**src/rtl/sc_scoredisplay_pkg.sv**
```systemverilog
// Shared types and constants for the score display: converter states,
// active-low seven-segment patterns and double-dabble helpers.
package sc_scoredisplay_pkg;

    typedef enum logic [1:0] {
        IDLE  = 2'd0,
        SHIFT = 2'd1,
        LOAD  = 2'd2
    } conv_state_t;

    localparam int DD_ITERS = 6;

    // Active-low patterns written as {g,f,e,d,c,b,a}.
    localparam logic [6:0] SEG_0     = 7'b1000000;
    localparam logic [6:0] SEG_1     = 7'b1111001;
    localparam logic [6:0] SEG_2     = 7'b0100100;
    localparam logic [6:0] SEG_3     = 7'b0110000;
    localparam logic [6:0] SEG_4     = 7'b0011001;
    localparam logic [6:0] SEG_5     = 7'b0010010;
    localparam logic [6:0] SEG_6     = 7'b0000010;
    localparam logic [6:0] SEG_7     = 7'b1111000;
    localparam logic [6:0] SEG_8     = 7'b0000000;
    localparam logic [6:0] SEG_9     = 7'b0010000;
    localparam logic [6:0] SEG_BLANK = 7'h7F;

    function automatic logic [6:0] seg_encode(input logic [3:0] digit);
        case (digit)
            4'd0:    return SEG_0;
            4'd1:    return SEG_1;
            4'd2:    return SEG_2;
            4'd3:    return SEG_3;
            4'd4:    return SEG_4;
            4'd5:    return SEG_5;
            4'd6:    return SEG_6;
            4'd7:    return SEG_7;
            4'd8:    return SEG_8;
            4'd9:    return SEG_9;
            default: return SEG_BLANK;
        endcase
    endfunction

    // Add-3 correction applied to each BCD nibble before every shift.
    function automatic logic [7:0] dd_adjust(input logic [7:0] bcd);
        logic [7:0] r;
        r = bcd;
        if (r[3:0] >= 4'd5) r[3:0] = r[3:0] + 4'd3;
        if (r[7:4] >= 4'd5) r[7:4] = r[7:4] + 4'd3;
        return r;
    endfunction

endpackage

```
**src/rtl/sc_bin2bcd.sv**
```systemverilog
// Sequential double-dabble converter: 6-bit binary to two BCD digits,
// one shift step per clock (IDLE -> SHIFT x6 -> LOAD).
module sc_bin2bcd
    import sc_scoredisplay_pkg::*;
(
    input  logic       clk,
    input  logic       rst,
    input  logic       start,
    input  logic [5:0] bin,
    output logic       busy,
    output logic       done,
    output logic [7:0] bcd
);

    conv_state_t state, state_next;
    logic [5:0]  operand;
    logic [2:0]  iter;
    logic [7:0]  scratch;

    // NOTE: sequential state uses non-blocking assignments only, so every
    // register samples the pre-edge values regardless of statement order.
    always_ff @(posedge clk or posedge rst) begin
        if (rst) begin
            state   <= IDLE;
            busy    <= 1'b0;
            operand <= '0;
            iter    <= '0;
            scratch <= '0;
        end else begin
            state <= state_next;
            busy  <= (state_next != IDLE);
            case (state)
                IDLE: begin
                    if (start) begin
                        operand <= bin;
                        scratch <= '0;
                        iter    <= '0;
                    end
                end
                SHIFT: begin
                    {scratch, operand} <= {dd_adjust(scratch), operand} << 1;
                    iter               <= iter + 3'd1;
                end
                default: ;
            endcase
        end
    end

    // NOTE: state_next gets a default before the case so no latch is inferred.
    always_comb begin
        state_next = state;
        case (state)
            IDLE:    if (start) state_next = SHIFT;
            SHIFT:   if (iter == 3'(DD_ITERS - 1)) state_next = LOAD;
            LOAD:    state_next = IDLE;
            default: state_next = IDLE;
        endcase
    end

    assign done = (state == LOAD);
    assign bcd  = scratch;

endmodule

```
**src/rtl/sc_scoredisplay.sv**
```systemverilog
// Score display driver: BCD conversion, 2-digit multiplexed active-low display
// with leading-zero blanking and game-over blink. High score: SC_SCOREDISPLAY_HISCORE_EN.
module sc_scoredisplay
    import sc_scoredisplay_pkg::*;
#(
    parameter int REFRESH_DIV = 50000,
    parameter int BLINK_DIV   = 256
) (
    input  logic       SC_SCOREDISPLAY_CLOCK_50,
    input  logic       SC_SCOREDISPLAY_RESET_InHigh,
    input  logic [5:0] SC_SCOREDISPLAY_Score_InBus,
    input  logic       SC_SCOREDISPLAY_Lost_inLow,
    output logic [6:0] SC_SCOREDISPLAY_Segments_OutBus,
    output logic [1:0] SC_SCOREDISPLAY_DigitSel_OutBus,
    output logic       SC_SCOREDISPLAY_Busy_Out,
    output logic [5:0] SC_SCOREDISPLAY_HiScore_OutBus
);

    localparam int RW = $clog2(REFRESH_DIV);
    localparam int BW = $clog2(BLINK_DIV + 1);

    logic          clk, rst, lost_n;
    logic [5:0]    score, score_last;
    logic          accept, conv_busy, conv_done;
    logic [7:0]    conv_bcd;
    logic [3:0]    tens, units;
    logic [RW-1:0] refresh_cnt;
    logic [BW-1:0] blink_cnt;
    logic          slot, blink_phase;
    logic          wrap, blink_wrap, slot_next, phase_next;
    logic [6:0]    seg_next;
    logic [1:0]    sel_next;

    assign clk    = SC_SCOREDISPLAY_CLOCK_50;
    assign rst    = SC_SCOREDISPLAY_RESET_InHigh;
    assign score  = SC_SCOREDISPLAY_Score_InBus;
    assign lost_n = SC_SCOREDISPLAY_Lost_inLow;

    // Only the latest score is compared, so changes during a conversion collapse into one.
    assign accept = (score != score_last) && !conv_busy;

    sc_bin2bcd u_bin2bcd (
        .clk   (clk),
        .rst   (rst),
        .start (accept),
        .bin   (score),
        .busy  (conv_busy),
        .done  (conv_done),
        .bcd   (conv_bcd)
    );

    always_comb begin
        wrap       = (refresh_cnt == RW'(REFRESH_DIV - 1));
        blink_wrap = (blink_cnt == BW'(BLINK_DIV - 1));
        slot_next  = ~slot;
        phase_next = blink_phase ^ blink_wrap;
        seg_next   = slot_next ? ((tens == 4'd0) ? SEG_BLANK : seg_encode(tens))
                               : seg_encode(units);
        sel_next   = (!lost_n && phase_next) ? 2'b11
                   : (slot_next ? 2'b01 : 2'b10);
    end

    always_ff @(posedge clk or posedge rst) begin
        if (rst) begin
            score_last  <= '0;
            tens        <= '0;
            units       <= '0;
            refresh_cnt <= '0;
            blink_cnt   <= '0;
            blink_phase <= 1'b0;
            slot        <= 1'b0;
            SC_SCOREDISPLAY_Segments_OutBus <= SEG_0;
            SC_SCOREDISPLAY_DigitSel_OutBus <= 2'b10;
        end else begin
            if (accept) score_last <= score;
            if (conv_done) begin
                tens  <= conv_bcd[7:4];
                units <= conv_bcd[3:0];
            end
            refresh_cnt <= wrap ? '0 : refresh_cnt + 1'b1;
            if (lost_n) begin
                blink_cnt   <= '0;
                blink_phase <= 1'b0;
            end else if (wrap) begin
                blink_cnt   <= blink_wrap ? '0 : blink_cnt + 1'b1;
                blink_phase <= phase_next;
            end
            // Segments and enables move together at the slot boundary.
            if (wrap) begin
                slot                            <= slot_next;
                SC_SCOREDISPLAY_Segments_OutBus <= seg_next;
                SC_SCOREDISPLAY_DigitSel_OutBus <= sel_next;
            end
        end
    end

    assign SC_SCOREDISPLAY_Busy_Out = conv_busy;

`ifdef SC_SCOREDISPLAY_HISCORE_EN
    logic       lost_q;
    logic [5:0] hi_score;

    always_ff @(posedge clk or posedge rst) begin
        if (rst) begin
            lost_q   <= 1'b1;
            hi_score <= '0;
        end else begin
            lost_q <= lost_n;
            if (lost_q && !lost_n && (score > hi_score)) hi_score <= score;
        end
    end

    assign SC_SCOREDISPLAY_HiScore_OutBus = hi_score;
`else
    assign SC_SCOREDISPLAY_HiScore_OutBus = 6'd0;
`endif

endmodule

```
**config.mk**
```make
export PLATFORM = sky130hd
export DESIGN_NAME = sc_scoredisplay
export DESIGN_NICKNAME = d
export VERILOG_FILES = /design/src/rtl/sc_scoredisplay_pkg.sv /design/src/rtl/sc_bin2bcd.sv /design/src/rtl/sc_scoredisplay.sv
export SDC_FILE = /design/constraint.sdc
export NUM_CORES = 1
export LEC_CHECK = 0
export BUFFER_PORTS_ARGS = -buffer_cell sky130_fd_sc_hd__buf_2
export CAP_MARGIN = 20
export CORE_UTILIZATION = 30
export DETAILED_ROUTE_END_ITERATION = 7
export GPL_ROUTABILITY_DRIVEN = 0
export SLEW_MARGIN = 20
export SYNTH_ARGS = -nofsm -noshare
export SYNTH_HDL_FRONTEND = slang
export SYNTH_SLANG_ARGS = --single-unit
```
**constraint.sdc**
```tcl
create_clock -name SC_SCOREDISPLAY_CLOCK_50 -period 2.1 [get_ports SC_SCOREDISPLAY_CLOCK_50]
set_input_delay 0.105 -clock SC_SCOREDISPLAY_CLOCK_50 [delete_from_list [all_inputs] [get_ports SC_SCOREDISPLAY_CLOCK_50]]
set_output_delay 0.105 -clock SC_SCOREDISPLAY_CLOCK_50 [all_outputs]
set_load 0.01 [all_outputs]
```
==> metrics.yaml <==
critical_path:
  required_ns: 2.34
  cp_slowest_cell: "or4_1"
  reg2regPathDepth: 6
  worstSetupEndpointType: "register"
  r2r-start: "refresh_cnt[1]$_DFF_PP0_"
  max_stage_delay_ns: 0.47
  critPathKind: "register to register"
  cp_max_fo: 30
  path_cells: "ha_1 > and3_1 > nand4_1 > buf_12 > or4_1 > o31ai_1"
  crit_start: "refresh_cnt[1]$_DFF_PP0_"
  r2r_slack_ns: 0.20
  startpoint_type: "register"
  r2r-end: "blink_cnt[7]$_DFFE_PP0P_"
  arrival_ns: 2.14
min_path:
  min_from: "SC_SCOREDISPLAY_Score_InBus[3]"
  min_path_type: "input port to register"
  holdPathStages: 2
  min_to: "score_last[3]$_DFFE_PP0P_"
pwr:
  netSwitchingPower_mw: 1.78
  switching_share: 0.350
  vdd_drop_max_v: 0.000552
  powerDensity_mw_per_mm2: 1170
  power.internal_mw: 3.30
  p_clk_frac: 0.270
  power_frac_comb: 0.352
  pwr-share-seq: 0.378
  leakage_nw: 1.87
global_routing:
  grt_max_degree: 33
  grt_use_met1: 0.149
  grt_pass1_vias: 2633
  gr-total-overflow: 0
  antenna_found_initial: 0
  gr-usage-all-layers: 0.121
  busiest_layer: "met2"
  grt_pass1_wl_mm: 12.2
  grt_use_met2: 0.199
  grt_use_met3: 0.0452
timing:
  fin_tns_setup_ns: 0
  setup_viol: 0
  rsz0062_at_grt: "false"
  slew_headroom: 0.516
  hold_viol: 0
  skew_ns: 0.0103
  fmax_mhz: 525
  worst_slew_pin_slew_ns: 0.725
  post-route-period-util: 0.907
  finalCriticalPeriod_ns: 1.90
  slew_violations: 0
cells_and_area:
  diodes: 0
  drive_above_1_share: 0.185
  finish.instance_area_mm2: 0.00432
  area_delta_synth_final_pct: 16.0
  final_cells: 568
  fin_nets: 422
synthesis:
  synth-seq-area-share: 0.471
  synth_edf_count: 0
  synth.area.mux_share: 0.0715
  syn_area_per_cell_um2: 10.0
  synthAdderAreaFrac: 0.0604
  ys_ff_latch: 70
  async_reset_ff_frac: 1.00
  synth_compound_area_frac: 0.126
  ys_types: 46
  synth_top_area_cell: "dfrtp_1"
  syn_area_mm2: 0.00373
  synth_most_common_cell: "dfrtp_1"
  yosys-top-cells-area: "dfrtp_1 46%, mux2_2 6.3%, ha_1 6.0%"
  synth_top_cell_area_share: 0.457
  synth-simple-area-share: 0.164
  ys_top_cells_by_count: "68 x dfrtp_1, 28 x nand2_1, 25 x a21oi_1"
  synth_xor_area_frac: 0.0541
  synth_top_family_by_area: "simple AND/OR/NAND/NOR gates"
  yosys_warnings: 0
  synth_ff_type: "dfrtp_1"
  synthCells: 372
clock_network:
  holdBufCountCts: 1
  clkTransAtPathRegs_ns: 0.06
  cts_buffers: 9
  post_cts_buffers: 0
  htreeDepth: 3
  cts_buffer_depth: 2
  cts_resized: 0
  cts_tree: "done"
  clock_latency_ns: 0.33
  root_buffer: "clkbuf_16"
  cts_sinks: 70
outcome:
  status: "complete, no violations"
drt:
  routed-via-count: 2699
  first_iter_violations: 173
  wl_per_cell_um: 12.6
  ant_nets: 0
  drc: 0
  totalWireLength_mm: 7.16
  viasPerCell: 4.75
  first_pass_iters: 5
place:
  placed_area_mm2: 0.00404
  placed_cells: 551
  portBuffers: 18
  dp_hpwl_mm: 5.08
floorplan:
  io_pins: 25
  start_util: 0.309
  rows: 40
  die_w_um: 113
  dieArea_mm2: 0.0129
  die_h_um: 113
  core_mm2: 0.0121
run:
  max-cap-violations: 0
power by group through the flow:
stage	sequential, mW	combinational (mW)	clock, mW
floorplan	1.84	1.46	0
global placement	1.92	1.73	0
detailed placement	1.94	1.80	0
CTS	1.92	1.81	1.41
global route	1.97	2.03	1.49
finish	1.92	1.79	1.37
metal layers:
metal / vias to the layer above / part of all wire
met1: 1307 / 0.47
met5: - / 0
met2: 36 / 0.48
li1: 1351 / -
met3: 5 / 0.035
met4: 0 / 0.0080
area by class of cell:
class	count	area [µm²]
clock buffer	9	225
tap	168	210
fill	1194	7740
multi-input combinational	262	1800
timing repair buffer	29	200
inverter	23	86.3
clock inverter	7	51.3
sequential	70	1750
logic make-up (layout without fill, tap and decap cells):
logic type / after synthesis / in the layout
AOI/OAI and AO/OA: 77 / 77
xor gates and xnor gates: 23 / 23
DFF: 70 / 70
buffers and inverters: 45 / 68
and+or+nand+nor: 114 / 114
other: 1 / 6
adders and majority gates: 18 / 18
muxes: 24 / 24
how the worst max path moves through the flow:
stage / endpoint / cells after the start / slack [ns]
6_report: blink_cnt[7]$_DFFE_PP0P_ / 6 / 0.20
5_1_grt: blink_cnt[7]$_DFFE_PP0P_ / 6 / 0.07
4_1_cts: blink_cnt[7]$_DFFE_PP0P_ / 6 / 0.20
3_5_place_dp: blink_cnt[7]$_DFFE_PP0P_ / 6 / 0.22
3_3_place_gp: blink_cnt[4]$_DFFE_PP0P_ / 5 / 0.24
2_1_floorplan: SC_SCOREDISPLAY_DigitSel_OutBus[0]$_DFFE_PP0N_ / 1 / 0.23
cells in the final DEF, fill, tap and decap left out, drive strengths merged, types with 3 or more instances in the layout:
master	n
and3	5
o2bb2ai	4
and4	3
a31oi	5
nand2b	8
nand4	8
conb	6
nand2	28
mux2	21
or4	3
nor3	4
clkinv	5
dfrtp	68
o22ai	8
mux2i	3
o31ai	4
nor2	22
a21oi	25
o21a	3
or3	7
nor2b	3
xnor2	17
nor4	5
buf	28
inv	23
o21ai	19
xor2	6
nand3	8
ha	18
clkbuf	9
registers in the layout (all words and copies together), names as in the netlist, 3 cells and up:
name,count
tens,4
u_bin2bcd.bcd,8
units,4
blink_cnt,9
u_bin2bcd.operand,6
u_bin2bcd.iter,3
refresh_cnt,16
SC_SCOREDISPLAY_Segments_OutBus,7
score_last,6
critical path: cells and delay by family (launching register included):
kind                     cells  cell delay (ns)
AND/OR/NAND/NOR              3             0.87
AO/OA/AOI/OAI                1             0.08
adder cells (fa/ha/maj)      1             0.24
buffers and inverters        1             0.21
flip-flops                   1             0.40
per-stage QoR:
| step | util | total power, mW | setup slack (ns) | hold WS (ns) |
|---|---|---|---|---|
| floorplan | - | 3.30 | 0.230 | 0.256 |
| global placement | 0.335 | 3.65 | 0.239 | 0.270 |
| detailed placement | 0.335 | 3.74 | 0.217 | 0.272 |
| CTS | 0.358 | 5.13 | 0.198 | 0.0410 |
| global route | 0.358 | 5.49 | 0.0743 | 0.0436 |
| finish | 0.358 | 5.07 | 0.196 | 0.0425 |
(Power assumes the default switching activity.)
